--- src/rtl/dsi_payload_crc.sv ---
// DSI long-packet payload CRC-16 generator/checker (poly 0x1021 reflected 0x8408, seed 0xFFFF, LSB-first, no final XOR).
// Latency: crc/crc_valid/crc_err/sop_err/busy update 1 cycle after an accepted beat (PIPE=0), 2 cycles (PIPE=1).
// Backpressure: none; one beat per cycle whenever en is high, en=0 holds all state.
//
// Ports:
//   clk, reset        : single clock, synchronous active-high reset
//   en, sop, last     : beat valid and packet framing (framing qualified by en)
//   last_cnt          : valid bytes in the final beat minus 1 (clamped to NBYTES)
//   data              : NBYTES payload bytes, byte 0 in data[7:0] is sent first
//   chk_en, rx_crc    : optional compare against the received CRC, sampled with the last beat
//   crc               : running/final CRC register
//   crc_valid,crc_err : one-cycle pulses at end of packet
//   sop_err           : one-cycle pulse when sop restarts an open packet
//   busy              : packet open
module dsi_payload_crc #(
    parameter int NBYTES = 8,
    parameter int PIPE   = 0,
    localparam int CW    = (NBYTES > 1) ? $clog2(NBYTES) : 1
) (
    input  logic                  clk,
    input  logic                  reset,
    input  logic                  en,
    input  logic                  sop,
    input  logic                  last,
    input  logic [CW-1:0]         last_cnt,
    input  logic [8*NBYTES-1:0]   data,
    input  logic                  chk_en,
    input  logic [15:0]           rx_crc,
    output logic [15:0]           crc,
    output logic                  crc_valid,
    output logic                  crc_err,
    output logic                  sop_err,
    output logic                  busy
);

    localparam logic [CW:0] NMAX = (CW+1)'(NBYTES);

    // Number of bytes to fold this beat: full beat unless last, then last_cnt+1 clamped to NBYTES.
    logic [CW:0] n_in;
    always_comb begin
        n_in = (CW+1)'(last_cnt) + (CW+1)'(1);
        if (!last || (n_in > NMAX))
            n_in = NMAX;
    end

    // Beat as seen by the CRC register, either straight from the ports or one stage later.
    logic                  p_en;
    logic                  p_sop;
    logic                  p_last;
    logic                  p_chk;
    logic [CW:0]           p_n;
    logic [8*NBYTES-1:0]   p_data;
    logic [15:0]           p_rx;

    generate
        if (PIPE != 0) begin : g_pipe
            always_ff @(posedge clk) begin
                if (reset) begin
                    p_en   <= 1'b0;
                    p_sop  <= 1'b0;
                    p_last <= 1'b0;
                    p_chk  <= 1'b0;
                    p_n    <= '0;
                    p_data <= '0;
                    p_rx   <= '0;
                end else begin
                    p_en   <= en;
                    p_sop  <= sop;
                    p_last <= last;
                    p_chk  <= chk_en;
                    p_n    <= n_in;
                    p_data <= data;
                    p_rx   <= rx_crc;
                end
            end
        end else begin : g_direct
            assign p_en   = en;
            assign p_sop  = sop;
            assign p_last = last;
            assign p_chk  = chk_en;
            assign p_n    = n_in;
            assign p_data = data;
            assign p_rx   = rx_crc;
        end
    endgenerate

    // Serial bitwise fold of the first n bytes; bytes at and above n are ignored.
    function automatic logic [15:0] fold_bytes(input logic [15:0] start,
                                               input logic [8*NBYTES-1:0] d,
                                               input logic [CW:0] n);
        logic [15:0] c;
        c = start;
        for (int k = 0; k < NBYTES; k++) begin
            if (k < int'(n)) begin
                for (int b = 0; b < 8; b++) begin
                    if (c[0] ^ d[8*k+b])
                        c = (c >> 1) ^ 16'h8408;
                    else
                        c = c >> 1;
                end
            end
        end
        return c;
    endfunction

    logic [15:0] crc_next;
    always_comb begin
        crc_next = fold_bytes(p_sop ? 16'hFFFF : crc, p_data, p_n);
    end

    always_ff @(posedge clk) begin
        if (reset) begin
            crc       <= 16'hFFFF;
            crc_valid <= 1'b0;
            crc_err   <= 1'b0;
            sop_err   <= 1'b0;
            busy      <= 1'b0;
        end else begin
            crc_valid <= 1'b0;
            crc_err   <= 1'b0;
            sop_err   <= 1'b0;
            if (p_en) begin
                crc <= crc_next;
                // sop on an open packet abandons it and restarts from the seed.
                if (p_sop && busy)
                    sop_err <= 1'b1;
                if (p_last) begin
                    crc_valid <= 1'b1;
                    crc_err   <= p_chk && (crc_next != p_rx);
                    busy      <= 1'b0;
                end else if (p_sop) begin
                    busy      <= 1'b1;
                end
            end
        end
    end

endmodule

--- config.mk ---
export PLATFORM = sky130hd
export DESIGN_NAME = dsi_payload_crc
export DESIGN_NICKNAME = d
export VERILOG_FILES = /design/src/rtl/dsi_payload_crc.sv
export SDC_FILE = /design/constraint.sdc
export NUM_CORES = 1
export LEC_CHECK = 0
export CAP_MARGIN = 5
export CORE_AREA = 2 2 186 188
export CTS_CLUSTER_SIZE = 12
export DETAILED_ROUTE_END_ITERATION = 10
export DIE_AREA = 0 0 188 190
export PLACE_DENSITY = 0.48
export REMOVE_ABC_BUFFERS = 1
export SYNTH_ARGS = -nofsm -noshare
export SYNTH_HDL_FRONTEND = slang
export SYNTH_SLANG_ARGS = --single-unit
export TNS_END_PERCENT = 5
--- constraint.sdc ---
create_clock -name clk -period 19.3 [get_ports clk]
set_clock_uncertainty 0.2 [all_clocks]
set_input_delay 3.86 -clock clk [delete_from_list [all_inputs] [get_ports clk]]
set_output_delay 3.86 -clock clk [all_outputs]
set_load 0.05 [all_outputs]
==> impl_metrics.yaml, run 1 <==
worst_setup_path:
  worst_ep_arrival_time_ns: 12.74
  critical_path_class: "input pin to flip-flop"
  required_ns: 19.24
  crit_fanout: 23
  max_stage_delay_ns: 0.72
  regToRegSetupSlack_ns: 10.92
  cp_slowest_cell: "clkdlybuf4s50_1"
  end_kind: "flip-flop"
  cp-start-kind: "input pin"
grt:
  grt_pass1_vias: 7874
  antenna_found_initial: 0
  overflow: 0
  grt_max_degree: 47
  grtUsageTotal_pct: 16.75
  grt_pass1_wl_um: 47120
timing:
  setup_viol: 0
  relSlewSlack_pct: 21.09
  rsz0062_at_grt: "no"
  worstMarginPinSlew_ns: 1.174
  period_minus_slack_ns: 12.80
  fin_crit_sh_pct: 66.33
  finalSetupTns_ns: 0
  drv_slew: 0
  finalHoldViolCount: 0
  clock.fmax_mhz: 78.12
placed_design:
  place_hpwl_um: 25190
  place.gp.congestion: 0.8723
  dp.cells: 1559
  io_buffers: 108
die:
  ioPinCount: 109
  fp.dieH_um: 190
  fp.dieArea_sq_mm: 0.03572
  initial_core_util_pct: 24.59
  rows: 68
  coreArea_sq_mm: 0.03395
  die_w_um: 188
synthesis:
  async_flop_share_pct: 0
  synth_top_flop_cell: "dfxtp_1"
  yosysTopAreaCell: "xnor2_1"
  synthesis.area_sq_mm: 0.008347
  synth_common_cells: "xnor2_1 (120), nor2_1 (84), nand2_1 (75)"
  syn_inst: 1043
  synth-simple-area-share_pct: 23.29
  muxShareOfSynthArea_pct: 4.587
  avgSynthCellArea_sq_um: 8.003
  synth_area_leaders: "xnor2_1 (13%), xnor3_1 (10%), xor2_1 (6.2%)"
  synth-compound-area-share_pct: 26.61
  synth-seq-cells: 20
  yosys.area.top_type_share_pct: 12.59
  synth_fa_ha_area_share_pct: 0.1499
  ys_warn_count: 0
  synth_top_family_by_area: "XOR/XNOR gates"
  synth_cell_types: 116
  synth_edf_count: 0
  synth-seq-area-share_pct: 4.797
  yosys.area_share.xor_xnor_pct: 36.58
  yosysMostFrequentCell: "xnor2_1"
clock_tree:
  clock_latency_ns: 0.25
  htreeDepth: 1
  cts_made_buffers: 3
  clk_pin_slew_ns: 0.05
  cts-root-buf: "clkbuf_16"
  post_cts_buffers: 0
  cts_resized: 0
  cts.sinks: 20
  cts.hold.buffers_added: 0
  cts_buffer_depth: 2
  cts_tree: "done"
detailed_routing:
  wirelength_um: 30790
  route.detailed.drc: 0
  route.vias.total: 8213
  drt_pass1_iterations: 5
  vias_per_cell: 5.258
  drtAntennaViolNets: 0
  wl_per_cell_um: 19.71
  drt_iter0_drc: 617
cells_and_area:
  diodes: 0
  final_util_pct: 29.13
  nNetsFinal: 1199
  drive_above_1_share_pct: 9.846
  syn_to_final_growth_pct: 18.48
  stdcell_count: 1562
job:
  maxCapViolCount: 0
hold_path:
  holdCritPathClass: "flip-flop to flip-flop"
outcome:
  outcome: "completed"
==> state kept, by name (all words and copies together) (netlist names) <==
name,flops
crc_valid,1
busy,1
sop_err,1
crc_err,1
crc,16
==> cells in the final DEF (no fill, tap or decap), drive strengths merged, types with 35 or more instances in the layout <==
master | synthesis | final
xnor2 | 137 | 137
nand2 | 76 | 76
xnor3 | 39 | 39
nor3 | 39 | 39
a211oi | 35 | 35
nor2 | 87 | 87
xor2 | 64 | 64
clkdlybuf4s50 | 0 | 108
a21oi | 55 | 55
o21ai | 60 | 60
==> layer usage <==
layer	vias to the layer above	wire [um]	track usage (%)
met5	-	0	0
met4	0	536	3.059
met3	30	1382	0.9039
met2	239	14680	29.22
met1	3924	14200	22.99
li1	4020	-	-
==> cells by family (layout without fill, tap and decap cells) <==
kind of cell               count (synthesis)  after routing
AOI/OAI and AO/OA                        302            302
xor gates and xnor gates                 248            248
adders and majority gates                  1              1
buffers and inverters                     73            137
DFF                                       20             20
muxes                                     36             36
and+or+nand+nor                          363            363
==> stage by stage <==
stage	cell area, sq um	hold slack (ns)	setup WS [ns]
floorplan	8059	0.4598	7.840
global placement	9814	0.2532	6.270
detailed placement	9814	0.2532	6.226
CTS	9889	0.2621	6.465
global route	9889	0.2852	5.901
finish	9889	0.2568	6.499
==> path summary, 6_finish.rpt <==
check	start	depth (start not counted)	end
min reg2reg	busy	2	sop_err
max reg2reg	crc[0]	24	crc_err
min	busy	2	sop_err
max	last_cnt[0]	26	crc[10]
==> critical path, delay by kind of cell <==
family / cells / cell delay (ns)
xor gates and xnor gates: 10 / 3.09
and+or+nand+nor: 7 / 2.25
AOI/OAI and AO/OA: 6 / 1.99
buffers and inverters: 1 / 0.72
muxes: 1 / 0.42
adders and majority gates: 1 / 0.35
==> area by class of cell <==
type	instances	area, sq um
well taps	455	569.3
fillers	3677	24060
clock buffers	3	75.07
inverters	12	45.04
multi-input cells	950	7614
flip-flops and latches	20	400.4
repair buffers	122	1186
Power of run 1 is left out: the tool's default activity adds up to more than one toggle a clock period on the data nets, which glitch-free logic cannot reach.
==> run 2, diff against run 1 <==
--- a/config.mk
+++ b/config.mk
@@ -10,7 +10,7 @@
 export CTS_CLUSTER_SIZE = 12
 export DETAILED_ROUTE_END_ITERATION = 10
 export DIE_AREA = 0 0 188 190
-export PLACE_DENSITY = 0.48
+export PLACE_DENSITY = 0.5
 export REMOVE_ABC_BUFFERS = 1
 export SYNTH_ARGS = -nofsm -noshare
 export SYNTH_HDL_FRONTEND = slang
==> constraint.sdc (replaced) <==
create_clock -name clk -period 11.37 [get_ports clk]
set_clock_uncertainty 0.2 [all_clocks]
set_input_delay 2.274 -clock clk [delete_from_list [all_inputs] [get_ports clk]]
set_output_delay 2.274 -clock clk [all_outputs]
set_load 0.05 [all_outputs]
==> impl_metrics.yaml, run 2 (synthesized netlist as in run 1, its figures left out) <==
outcome:
  outcome: "completed"
die:
  fp.dieArea_sq_mm: 0.03572
  rows: 68
  coreArea_sq_mm: 0.03395
  fp.dieH_um: 190
  ioPinCount: 109
  die_w_um: 188
  initial_core_util_pct: 24.59
cells_and_area:
  regMostFlops: "crc"
  syn_to_final_growth_pct: 20.18
  stdcell_count: 1579
  final_common_cell: "xnor2_1"
  largest_register_ffs: 16
  nNetsFinal: 1216
  final_util_pct: 29.55
  layout_common_cells: "xnor2_1 (120), clkdlybuf4s50_1 (108), nor2_1 (84)"
  diodes: 0
  drive_above_1_share_pct: 11.21
clock_tree:
  cts.sinks: 20
  clock_latency_ns: 0.25
  cts-root-buf: "clkbuf_16"
  cts_buffer_depth: 2
  cts_made_buffers: 3
  cts.hold.buffers_added: 0
  clk_pin_slew_ns: 0.05
  cts_tree: "done"
  htreeDepth: 1
timing:
  rsz0062_at_grt: "no"
  whs_ns: 0.2626
  period_minus_slack_ns: 10.85
  fin_crit_sh_pct: 95.44
  setup_viol: 0
  finalSetupTns_ns: 0
  clock.fmax_mhz: 92.15
  worstMarginPinSlew_ns: 0.8218
  finalHoldViolCount: 0
  relSlewSlack_pct: 45.08
  drv_slew: 0
grt:
  grt_pass1_wl_um: 47780
  antenna_found_initial: 0
  grt_pass1_vias: 7949
  grtUsageTotal_pct: 17.05
  overflow: 0
  grt_max_degree: 39
worst_setup_path:
  rr_worst_depth: 24
  worst_ep_arrival_time_ns: 10.74
  cp-start-kind: "input pin"
  critical_path_class: "input pin to flip-flop"
  crit_fanout: 8
  cp_slowest_cell: "a2111oi_0"
  max_stage_delay_ns: 0.66
  required_ns: 11.26
  end_kind: "flip-flop"
detailed_routing:
  route.vias.total: 8320
  wirelength_um: 31480
  drt_pass1_iterations: 5
  route.detailed.drc: 0
  drt_iter0_drc: 627
  vias_per_cell: 5.269
  drtAntennaViolNets: 0
  wl_per_cell_um: 19.94
job:
  maxCapViolCount: 0
placed_design:
  place_hpwl_um: 26180
  place.gp.congestion: 0.8887
  dp.cells: 1574
  io_buffers: 108
hold_path:
  hold_depth: 2
  holdCritPathClass: "flip-flop to flip-flop"
## run 2: cell types whose count changed in the layout (fill, tap and decap cells not counted), sizes merged
cell,change
buf,+17
## run 2: timing repair
action / in CTS / in global routing
buffers inserted: 0 / 2
resized for setup: 0 / 1
setup endpoints to repair: 0 / 1
## run 2: worst max-delay path: cells and delay by family
family	cells	cell delay, ns
xor gates and xnor gates	7	2.38
adders and majority gates	1	0.40
and+or+nand+nor	6	2.20
buffers and inverters	1	0.52
muxes	1	0.33
AOI/OAI and AO/OA	9	2.62
## run 2: per-layer routing
layer	GRT usage (%)	wire length, um
met5	0	0
met4	2.574	421
met3	0.9961	1193
met2	29.97	15120
met1	23.37	14740
## run 2: final timing paths
| path | start | to | slack, ns |
|---|---|---|---|
| setup / recovery | last_cnt[0] | crc_err | 0.52 |
| hold / removal | busy | sop_err | 0.26 |
| setup reg to reg | crc[0] | crc_err | 2.86 |
| hold reg to reg | busy | sop_err | 0.26 |
## run 2: through the flow
stage	cell area (sq um)	setup WS, ns
4_1_cts	10010	0.4302
3_3_place_gp	9940	0.3426
2_1_floorplan	8059	1.496
6_report	10030	0.5180
5_1_grt	10030	0.001418
3_5_place_dp	9940	0.1746
## run 2: area by class of cell
type | instances | area [sq um]
Tap cell | 455 | 569.3
Timing Repair Buffer | 139 | 1326
Fill cell | 3655 | 23920
Inverter | 12 | 45.04
Sequential cell | 20 | 400.4
Multi-Input combinational cell | 950 | 7615
Clock buffer | 3 | 75.07
Power of run 2 is left out for the same reason.
==> run 3, diff against run 2 <==
--- a/config.mk
+++ b/config.mk
@@ -12,6 +12,7 @@
 export DIE_AREA = 0 0 188 190
 export PLACE_DENSITY = 0.5
 export REMOVE_ABC_BUFFERS = 1
+export SETUP_SLACK_MARGIN = 0.02
 export SYNTH_ARGS = -nofsm -noshare
 export SYNTH_HDL_FRONTEND = slang
 export SYNTH_SLANG_ARGS = --single-unit
==> impl_metrics.yaml, run 3 (synthesized netlist as in run 1, its figures left out) <==
clock_tree:
  cts.sinks: 20
  cts-root-buf: "clkbuf_16"
  cts_made_buffers: 3
  cts.hold.buffers_added: 0
  htreeDepth: 1
  clock_latency_ns: 0.25
  clk_pin_slew_ns: 0.05
  cts_tree: "done"
  cts_buffer_depth: 2
cells_and_area:
  stdcell_count: 1579
  n_fill_cell: 3652
  diodes: 0
  multi_input_area_sq_mm: 0.007620
  largest_register_ffs: 16
  nNetsFinal: 1216
  regMostFlops: "crc"
  design_area_sq_mm: 0.01004
  syn_to_final_growth_pct: 20.24
  drive_above_1_share_pct: 11.30
  final_common_cell: "xnor2_1"
  layout.area.seq_sq_um: 400.4
  layout_common_cells: "xnor2_1 (120), clkdlybuf4s50_1 (108), nor2_1 (84)"
timing:
  whs_ns: 0.2626
  fin_crit_sh_pct: 95.38
  setup_viol: 0
  rsz0062_at_grt: "no"
  worstMarginPinSlew_ns: 0.8227
  finalSetupTns_ns: 0
  period_minus_slack_ns: 10.84
  relSlewSlack_pct: 45.02
  clock.fmax_mhz: 92.21
  drv_slew: 0
  finalHoldViolCount: 0
placed_design:
  place_area_sq_mm: 0.009940
  place_hpwl_um: 26180
  io_buffers: 108
  dp.cells: 1574
  place.gp.congestion: 0.8887
die:
  initial_core_util_pct: 24.59
  rows: 68
  die_w_um: 188
  coreArea_sq_mm: 0.03395
  ioPinCount: 109
  fp.dieArea_sq_mm: 0.03572
  fp.dieH_um: 190
grt:
  grt_pass1_wl_um: 47780
  antenna_found_initial: 0
  grt_max_degree: 39
  grt_pass1_vias: 7949
  grtUsageTotal_pct: 17.05
  overflow: 0
worst_setup_path:
  cp-start-kind: "input pin"
  end_kind: "flip-flop"
  crit_fanout: 8
  critical_path_class: "input pin to flip-flop"
  worst_ep_arrival_time_ns: 10.74
  required_ns: 11.26
job:
  maxCapViolCount: 0
detailed_routing:
  route.vias.total: 8322
  vias_per_cell: 5.270
  wl_per_cell_um: 19.94
  drtAntennaViolNets: 0
  wirelength_um: 31480
  route.detailed.drc: 0
  drt_pass1_iterations: 5
  drt_iter0_drc: 628
outcome:
  outcome: "completed"
hold_path:
  holdCritPathClass: "flip-flop to flip-flop"
[run 3: cell counts in the layout (fill, tap and decap cells not counted)]
Identical to the previous run, type by type.
[run 3: path summary, 6_finish.rpt]
kind	startpoint	endpoint	slack [ns]	cells after the start
max	last_cnt[0]	crc_err	0.53	25
min	busy	sop_err	0.26	2
max reg2reg	crc[0]	crc_err	2.84	24
min reg2reg	busy	sop_err	0.26	2
[run 3: repair_timing]
item	CTS	global route
gates resized for setup	0	2
setup endpoints to repair	0	1
setup buffers	0	2
[run 3: layout make-up]
type,count,area share [%]
repair buffers,139,13.22
clock buffers,3,0.7480
well taps,455,5.673
flip-flops and latches,20,3.990
inverters,12,0.4488
multi-input cells,950,75.93
[run 3: worst max-delay path, cell delays in order]
cell and delay, ns:
clkdlybuf4s50_1 0.51, ha_1 0.40, nand3b_2 0.34, a2111oi_0 0.66, a41oi_1 0.19, a21o_1 0.24, mux2i_1 0.34, xnor2_2 0.27
xor3_2 0.45, or4b_2 0.65, and4_1 0.23, nor3_1 0.33, a211oi_1 0.12, nor4_1 0.50, nor2_1 0.15, xnor3_1 0.42
a21boi_1 0.27, xnor3_1 0.51, o21ai_0 0.29, o211ai_2 0.28, xor2_1 0.38, xnor2_1 0.16, xor2_1 0.17, o41ai_1 0.41
a41oi_1 0.15
[run 3: metal layers]
metal	GRT usage [%]	part of all wire, %
met2	29.97	48
met5	0	0
met3	0.9961	4.2
met4	2.574	1.3
met1	23.37	46
[run 3: metrics by stage]
| step | util [%] | setup WS (ns) |
|---|---|---|
| floorplan | - | 1.496 |
| global placement | 29.28 | 0.3426 |
| detailed placement | 29.28 | 0.1746 |
| CTS | 29.50 | 0.4302 |
| global route | 29.56 | 0.02218 |
| finish | 29.56 | 0.5252 |
Power of run 3 is left out for the same reason.
